===== src/rtl/i2s_pkg.sv =====
// rtl/i2s_pkg.sv - shared constants and channel type for the I2S ADC receive path
package i2s_pkg;

  localparam int SAMPLE_W     = 24;
  localparam int SLOTS_PER_CH = 32;
  localparam int SLOT_W       = $clog2(SLOTS_PER_CH);

  // MSB arrives in slot 1 (one SCLK after the LRCK edge), LSB in slot 24
  localparam logic [SLOT_W-1:0] FIRST_BIT_SLOT = 5'd1;
  localparam logic [SLOT_W-1:0] LAST_BIT_SLOT  = 5'd24;

  // sdin is taken mid SCLK-high; the word is complete one clk later
  localparam logic [3:0] SAMPLE_PHASE = 4'hB;
  localparam logic [3:0] WRITE_PHASE  = SAMPLE_PHASE + 4'd1;

  // frame counter bits driven straight out as the ADC clocks
  localparam int MCLK_BIT = 1;
  localparam int SCLK_BIT = 3;
  localparam int LRCK_BIT = 9;

  typedef enum logic {
    LEFT  = 1'b0,
    RIGHT = 1'b1
  } chan_e;

endpackage


===== src/rtl/i2s_clkgen.sv =====
// rtl/i2s_clkgen.sv - frame counter, MCLK/SCLK/LRCK and capture strobes
module i2s_clkgen
  import i2s_pkg::*;
#(
  parameter int CNT_W = 10
) (
  input  logic  clk,
  input  logic  rst_n,
  output logic  mclk,
  output logic  sclk,
  output logic  lrck,
  output logic  bit_stb,
  output logic  lsb_stb,
  output logic  frame_start,
  output chan_e channel
);

  logic [CNT_W-1:0]  cnt;
  logic [SLOT_W-1:0] slot;
  logic [3:0]        phase;

  // free-running frame counter; one full wrap is one stereo frame
  always_ff @(posedge clk or negedge rst_n) begin
    if (!rst_n) cnt <= '0;
    else        cnt <= cnt + CNT_W'(1);
  end

  assign slot    = cnt[LRCK_BIT-1 -: SLOT_W];
  assign phase   = cnt[3:0];
  assign mclk    = cnt[MCLK_BIT];
  assign sclk    = cnt[SCLK_BIT];
  assign lrck    = cnt[LRCK_BIT];
  assign channel = chan_e'(cnt[LRCK_BIT]);

  assign bit_stb     = (phase == SAMPLE_PHASE) &&
                       (slot >= FIRST_BIT_SLOT) && (slot <= LAST_BIT_SLOT);
  // one clk after the slot-24 sample, when the whole word is in the shifter
  assign lsb_stb     = (phase == WRITE_PHASE) && (slot == LAST_BIT_SLOT);
  assign frame_start = (cnt == '0);

endmodule


===== src/rtl/i2s_rx_fifo_wr.sv =====
// rtl/i2s_rx_fifo_wr.sv - I2S master receiver into the sample FIFO (I2S_RX_MONO_EN: left only)
module i2s_rx_fifo_wr
  import i2s_pkg::*;
#(
  parameter int SAMPLE_W = 24,
  parameter int CNT_W    = 10
) (
  input  logic                clk,
  input  logic                rst_n,
  input  logic                en,
  input  logic                clr_ovf,
  output logic                mclk,
  output logic                sclk,
  output logic                lrck,
  input  logic                sdin,
  input  logic                fifo_full,
  output logic                fifo_wr,
  output logic [SAMPLE_W-1:0] fifo_din,
  output logic                ch,
  output logic                overflow
);

  logic                bit_stb;
  logic                lsb_stb;
  logic                frame_start;
  chan_e               channel;
  logic                armed;
  logic [SAMPLE_W-1:0] shift;
  logic                wr_point;
  logic                pair_drop;
  logic                do_write;
  logic                do_drop;

  i2s_clkgen #(.CNT_W(CNT_W)) u_clkgen (
    .clk         (clk),
    .rst_n       (rst_n),
    .mclk        (mclk),
    .sclk        (sclk),
    .lrck        (lrck),
    .bit_stb     (bit_stb),
    .lsb_stb     (lsb_stb),
    .frame_start (frame_start),
    .channel     (channel)
  );

  // MSB-first deserializer; only the 24 data slots feed it
  always_ff @(posedge clk or negedge rst_n) begin
    if (!rst_n)       shift <= '0;
    else if (bit_stb) shift <= {shift[SAMPLE_W-2:0], sdin};
  end

  // en is looked at only at frame start, so capture always begins on a left slot
  always_ff @(posedge clk or negedge rst_n) begin
    if (!rst_n)           armed <= 1'b0;
    else if (frame_start) armed <= en;
  end

`ifdef I2S_RX_MONO_EN
  assign wr_point  = lsb_stb && armed && (channel == LEFT);
  assign pair_drop = 1'b0;
`else
  logic left_drop;

  assign wr_point  = lsb_stb && armed;
  assign pair_drop = (channel == RIGHT) && left_drop;

  // a dropped left takes its right partner with it, keeping L/R order in the FIFO
  always_ff @(posedge clk or negedge rst_n) begin
    if (!rst_n)                              left_drop <= 1'b0;
    else if (wr_point && (channel == LEFT))  left_drop <= fifo_full;
  end
`endif

  assign do_write = wr_point && !pair_drop && !fifo_full;
  assign do_drop  = wr_point && !pair_drop &&  fifo_full;

  // FIFO write port: single-cycle strobe, data and channel hold between writes
  always_ff @(posedge clk or negedge rst_n) begin
    if (!rst_n) begin
      fifo_wr  <= 1'b0;
      fifo_din <= '0;
      ch       <= 1'b0;
    end else begin
      fifo_wr <= do_write;
      if (do_write) begin
        fifo_din <= shift;
        ch       <= channel;
      end
    end
  end

  // sticky overflow; a drop in the same cycle as clr_ovf wins
  always_ff @(posedge clk or negedge rst_n) begin
    if (!rst_n)       overflow <= 1'b0;
    else if (do_drop) overflow <= 1'b1;
    else if (clr_ovf) overflow <= 1'b0;
  end

endmodule

===== config.mk =====
export PLATFORM = sky130hd
export DESIGN_NAME = i2s_rx_fifo_wr
export DESIGN_NICKNAME = d
export VERILOG_FILES = /design/src/rtl/i2s_pkg.sv /design/src/rtl/i2s_clkgen.sv /design/src/rtl/i2s_rx_fifo_wr.sv
export SDC_FILE = /design/constraint.sdc
export NUM_CORES = 1
export LEC_CHECK = 0
export BUFFER_PORTS_ARGS = -buffer_cell sky130_fd_sc_hd__clkbuf_2
export CAP_MARGIN = 10
export CORE_ASPECT_RATIO = 1.1
export CORE_MARGIN = 2
export CORE_UTILIZATION = 50
export DETAILED_ROUTE_END_ITERATION = 16
export PLACE_DENSITY = 0.71
export SKIP_LAST_GASP = 1
export SLEW_MARGIN = 40
export SYNTH_ARGS = -nofsm -noshare
export SYNTH_HDL_FRONTEND = slang
export SYNTH_HIERARCHICAL = 1
export SYNTH_SLANG_ARGS = --single-unit

===== constraint.sdc =====
create_clock -name clk -period 4.1 [get_ports clk]
set_clock_uncertainty 0.05 [all_clocks]
set_input_delay 0.41 -clock clk [delete_from_list [all_inputs] [get_ports clk]]
set_output_delay 0.41 -clock clk [all_outputs]
set_load 0.01 [all_outputs]

==> out/results.txt, run 1 <==
CP required -> 4.26 ns
H-tree levels -> 3
yosys warns -> 6
Setup Slack @ Placement -> 1.93 ns
register bit total from synthesis -> 63
vias in the first global route -> 1496
largest net degree at the start of global routing -> 38
Routed WL per cell -> 15.7 µm
CP Launch Type -> flop
CTS tree -> yes
Hold Slack -> 0.0191 ns
Setup WS post-layout -> 1.92 ns
Site Rows -> 27
DRC viols -> 0
First DRT Iteration DRCs -> 61
CP max stage cell -> dfrtp_1
post-route setup TNS -> 0 ns
Die Span Y -> 79.3 µm
Die Wd -> 72.5 µm
nets@finish -> 213
clk_lat worst skew -> 0.33 ns
Net Sw Frac -> 21.0%
Critical Path AT -> 2.34 ns
Post-DP HPWL -> 2830 µm
fin crit share -> 53.1%
IO Count -> 36
relative slew slack -> 66.9%
final wirelength -> 4210 µm
commonest non-fill, non-tap cell in the layout -> dfrtp_1
router iterations before antenna repair -> 4
LEAKAGE -> 1.59 nW
Critical Path End Type -> flop
dpl cell area -> 2780 µm²
Fillers -> 417
Worst-path clk slew -> 0.07 ns
Mapped Area -> 2580 µm²
CP max FO -> 25
RSZ-0062 raised after global routing -> no
synth-to-layout area growth -> 14.6%
postcts setup bufs -> 0
number of port buffers -> 35
mean area per synthesized cell -> 15.7 µm²
worst path cell trace -> nor3_1 > and3_1 > nand2_2 > a211o_1 > buf_4 > mux2_4
Setup Crit Path Kind -> flop to flop
commonest cells after routing, fill and taps aside -> dfrtp_1, clkbuf_2, mux2_2
Register-to-Register Path Depth -> 6
Num Clock Sinks -> 63
switching pwr -> 234 µW
antenna cells -> 0
status -> finished, final reports clean
initial antenna violation count -> 0
Placed Instances -> 252
delay-heaviest family, CP -> simple AND/OR/NAND/NOR gates
CP Depth -> 6
Max clock buf depth -> 2
Seq/Total Area, Yosys -> 61.2%
first-pass GRT wire length -> 7270 µm
Clock power frac -> 42.2%
Combinational Power Share -> 1.6%
Final Setup Violations -> 0
Post-Synthesis Cells -> 164
top cell type's share of synthesized area -> 61.2%
Sequential Power Share -> 56.2%
Synth area leaders -> dfrtp_1, mux2_2, mux2_4, xor2_1, buf_12
clock root buffer -> clkbuf_8
Post-Layout Cell Count -> 268
Max Clk Rate -> 459 MHz
final hold viol count -> 0
Max IR drop VDD -> 0.256 mV
area leader, netlist -> dfrtp_1
post-route ant nets -> 0
Die ar. -> 5750 µm²
gr usage total -> 17.3%
Resize count post-CTS -> 0
final core utilization -> 59.1%
hold crit path type -> primary input to async pin
crit path time final -> 2.18 ns
Synth Net Count -> 172
CTS Hold Bufs -> 0
pwr/cell area -> 377 nW/µm²
initial core utilization -> 51.6%
r2r setup slk -> 1.92 ns
via count -> 1405
CP bufs+invs -> 1
grt ovf -> 0
vias per cell -> 5.24
share of cells above drive strength 1 -> 51.9%
max-cap violations -> 0
Internal -> 879 µW
post-synth cell types -> 27
post-route cell area -> 2950 µm²
worst slew pin tran -> 0.497 ns
RePlAce Congestion -> 0.760
Core Region -> 5000 µm²
CP max stage delay -> 0.42 ns
Slew Viols, Final -> 0
power consumption -> 1.11 mW
total CTS buffers -> 9
-- power groups by stage --
stage	registers (mW)	logic, mW	clock network [mW]
global route	0.625	0.0215	0.520
CTS	0.625	0.0194	0.486
detailed placement	0.637	0.0192	0
finish	0.625	0.0183	0.469
global placement	0.636	0.0179	0
floorplan	0.637	0.00203	0
-- logic make-up (layout without fill, tap and decap cells) --
group / after synthesis / after routing / synth area share [%]
compound gates: 6 / 6 / 1.84
xor+xnor: 8 / 8 / 2.72
fa+ha+maj: 2 / 2 / 0.971
buf+inv: 13 / 59 / 3.74
flops: 63 / 63 / 61.2
mux: 50 / 50 / 24.6
simple gates: 22 / 22 / 4.95
-- flip-flops by register name, summed over array words and instances, names as in the netlist --
register and cells:
ch 1, u_clkgen/cnt 10, shift 24, armed 1, fifo_wr 1, overflow 1
left_drop 1, fifo_din 24
-- final timing paths --
kind / start / end
worst min-delay path: rst_n / fifo_din[4]
worst max register to register: u_clkgen/cnt[4] / fifo_din[16]
worst min register to register: fifo_din[12] / fifo_din[12]
min in group clk: en / armed
worst max-delay path: u_clkgen/cnt[4] / fifo_din[16]
max in group asynchronous: rst_n / fifo_din[11]
-- cell usage after synthesis, drive strengths merged --
cell     count
buf          7
nand4        1
xnor2        2
nand2        5
xor2         6
inv          5
a21oi        2
clkbuf       1
o32a         1
and3         2
a211o        1
mux2        50
nand3        3
nor3         5
a22o         1
o2111ai      1
nor2         5
nor4b        1
ha           2
dfrtp       63
-- layer usage --
layer	track usage (%)	vias up	routed length, µm
li1	-	652	-
met1	21.4	716	1900
met2	26.0	29	2090
met3	7.49	8	134
met4	8.15	0	89
met5	0	-	0
-- area by class of cell --
type	count	area [µm²]	area share, %
Clock buffer	13	159	5.38
Tap cell	58	72.6	2.46
Clock inverter	3	17.5	0.593
Multi-Input combinational cell	88	908	30.8
Timing Repair Buffer	38	200	6.78
Inverter	5	18.8	0.636
Sequential cell	63	1580	53.4
Power figures use the tool's default switching activity.
==> inputs of run 2 (changes only) <==
==> constraint.sdc (replaced) <==
create_clock -name clk -period 2.2 [get_ports clk]
set_clock_uncertainty 0.05 [all_clocks]
set_input_delay 0.22 -clock clk [delete_from_list [all_inputs] [get_ports clk]]
set_output_delay 0.22 -clock clk [all_outputs]
set_load 0.01 [all_outputs]
==> run 2 against run 1 <==
Setup slack worse by 1.7 ns. Sequential share of layout area down 1.9 points. First-iteration DRC count up 15%. Clock-buffer cell count down 4. Critical path type unchanged. Largest power group is now the clock network. Highest routed layer unchanged.
==> out/results.txt, run 2 (synthesis gave the netlist of run 1 again) <==
dpl cell area -> 2810 µm² (+1.1%)
initial core utilization -> 51.6% (unchanged)
Worst-path clk slew -> 0.07 ns (about the same)
Worst Setup SP -> u_clkgen/cnt[1]
vias in the first global route -> 1453 (-2.9%)
final hold viol count -> 0 (unchanged)
relative slew slack -> 56.4% (-10 points)
Slew Viols, Final -> 0 (unchanged)
grt ovf -> 0 (unchanged)
Setup Crit Path Kind -> flop to flop
RSZ-0062 raised after global routing -> no
via count -> 1396 (-0.64%)
CTS Hold Bufs -> 1 (+1)
vias per cell -> 5.17 (-1.4%)
router iterations before antenna repair -> 4 (unchanged)
hold crit path type -> primary input to flop
Post-Layout Cell Count -> 270 (+0.75%)
status -> finished, final reports clean
Critical Path AT -> 2.20 ns (-0.14 ns)
share of cells above drive strength 1 -> 52.8% (+0.93 points)
post-route cell area -> 3060 µm² (+3.7%)
nets@finish -> 215 (+0.94%)
final wirelength -> 4240 µm (+0.69%)
number of port buffers -> 35 (unchanged)
First DRT Iteration DRCs -> 70 (+15%)
LEAKAGE -> 1.64 nW (+3.2%)
Die Wd -> 72.5 µm (unchanged)
CTS tree -> yes
pwr/cell area -> 790 nW/µm² (+110%)
Routed WL per cell -> 15.7 µm (about the same)
worst slew pin tran -> 0.653 ns (+0.157 ns)
IO Count -> 36 (unchanged)
Die Span Y -> 79.3 µm (unchanged)
Regs by FF count -> fifo_din: 24 flops, shift: 24 flops, u_clkgen/cnt: 10 flops
RePlAce Congestion -> 0.795 (+4.7%)
initial antenna violation count -> 0 (unchanged)
DRC viols -> 0 (unchanged)
CP Launch Type -> flop
gr usage total -> 17.0% (-0.27 points)
commonest non-fill, non-tap cell in the layout -> dfrtp_1
reg2reg start -> u_clkgen/cnt[1]
Critical Path End Type -> flop
Core Region -> 5000 µm² (unchanged)
synth-to-layout area growth -> 18.8%
clk_lat worst skew -> 0.34 ns (about the same)
Max Clk Rate -> 493 MHz (+7.4%)
commonest cells after routing, fill and taps aside -> dfrtp_1, clkbuf_2, mux2_2
crit path time final -> 2.03 ns (-0.151 ns)
first-pass GRT wire length -> 7200 µm (-1.0%)
max-cap violations -> 0 (unchanged)
Num Clock Sinks -> 63 (unchanged)
Post-DP HPWL -> 2700 µm (-4.6%)
Site Rows -> 27 (unchanged)
Placed Instances -> 253 (+0.40%)
Die ar. -> 5750 µm² (unchanged)
fin crit share -> 92.1% (+39 points)
H-tree levels -> 3 (unchanged)
Max clock buf depth -> 2 (unchanged)
postcts setup bufs -> 0 (unchanged)
final core utilization -> 61.2% (+2.2 points)
Fillers -> 395 (-5.3%)
antenna cells -> 0 (unchanged)
Min-Delay Startpoint -> en
total CTS buffers -> 9 (unchanged)
clock root buffer -> clkbuf_8
post-route ant nets -> 0 (unchanged)
CP required -> 2.37 ns (-1.89 ns)
post-route setup TNS -> 0 ns (unchanged)
Final Setup Violations -> 0 (unchanged)
largest net degree at the start of global routing -> 40 (+5.3%)
Max IR drop VDD -> 0.432 mV (+69%)
CP max FO -> 25 (unchanged)
Resize count post-CTS -> 0 (unchanged)
-- run 2: stage by stage --
step	setup WS [ns]	hold WS [ns]	power, mW
2_1_floorplan	0.263	-0.126	1.19
3_3_place_gp	0.257	0.211	1.22
3_5_place_dp	0.155	0.232	1.22
4_1_cts	0.154	0.0567	2.45
5_1_grt	0.0662	0.0522	2.51
6_report	0.173	0.0771	2.42
-- run 2: routing by layer --
| metal | part of all wire, % | vias up | routed length (µm) | track usage [%] |
|---|---|---|---|---|
| met5 | 0 | - | 0 | 0 |
| met4 | 1.1 | 0 | 45 | 8.89 |
| met3 | 3.7 | 6 | 157 | 6.09 |
| met2 | 49 | 31 | 2090 | 26.7 |
| met1 | 46 | 700 | 1950 | 20.5 |
| li1 | - | 659 | - | - |
-- run 2: cell type report --
type                       instances  area, µm²  share of cell area, %
multi-input combinational         88        908                   29.7
timing repair buffer              40        240                   7.85
inverter                           5       18.8                  0.613
clock inverter                     7        121                   3.96
sequential                        63       1580                   51.5
clock buffer                       9        124                   4.05
tap                               58       72.6                   2.37
-- run 2: where the power goes --
group	switching, mW	internal (mW)	total, mW
Sequential	0.00238	1.16	1.16
Clock	0.461	0.756	1.22
Combinational	0.0263	0.0115	0.0377
Total	0.490	1.93	2.42
-- run 2: worst max-delay path, stage by stage (launching register included) --
cell and delay [ns]:
dfrtp_1 0.42, inv_1 0.09, ha_1 0.22, and3_1 0.16, nand2_2 0.10, a211o_1 0.10, buf_4 0.37, mux2_2 0.38
-- run 2: path summary, 6_finish.rpt --
check | endpoint | slack, ns | cells past startpoint
setup / recovery | fifo_din[23] | 0.17 | 7
setup reg to reg | fifo_din[23] | 0.17 | 7
hold reg to reg | u_clkgen/cnt[8] | 0.44 | 1
min in group asynchronous | fifo_din[4] | 0.40 | 2
hold / removal | armed | 0.08 | 2
max in group asynchronous | shift[23] | 1.05 | 3
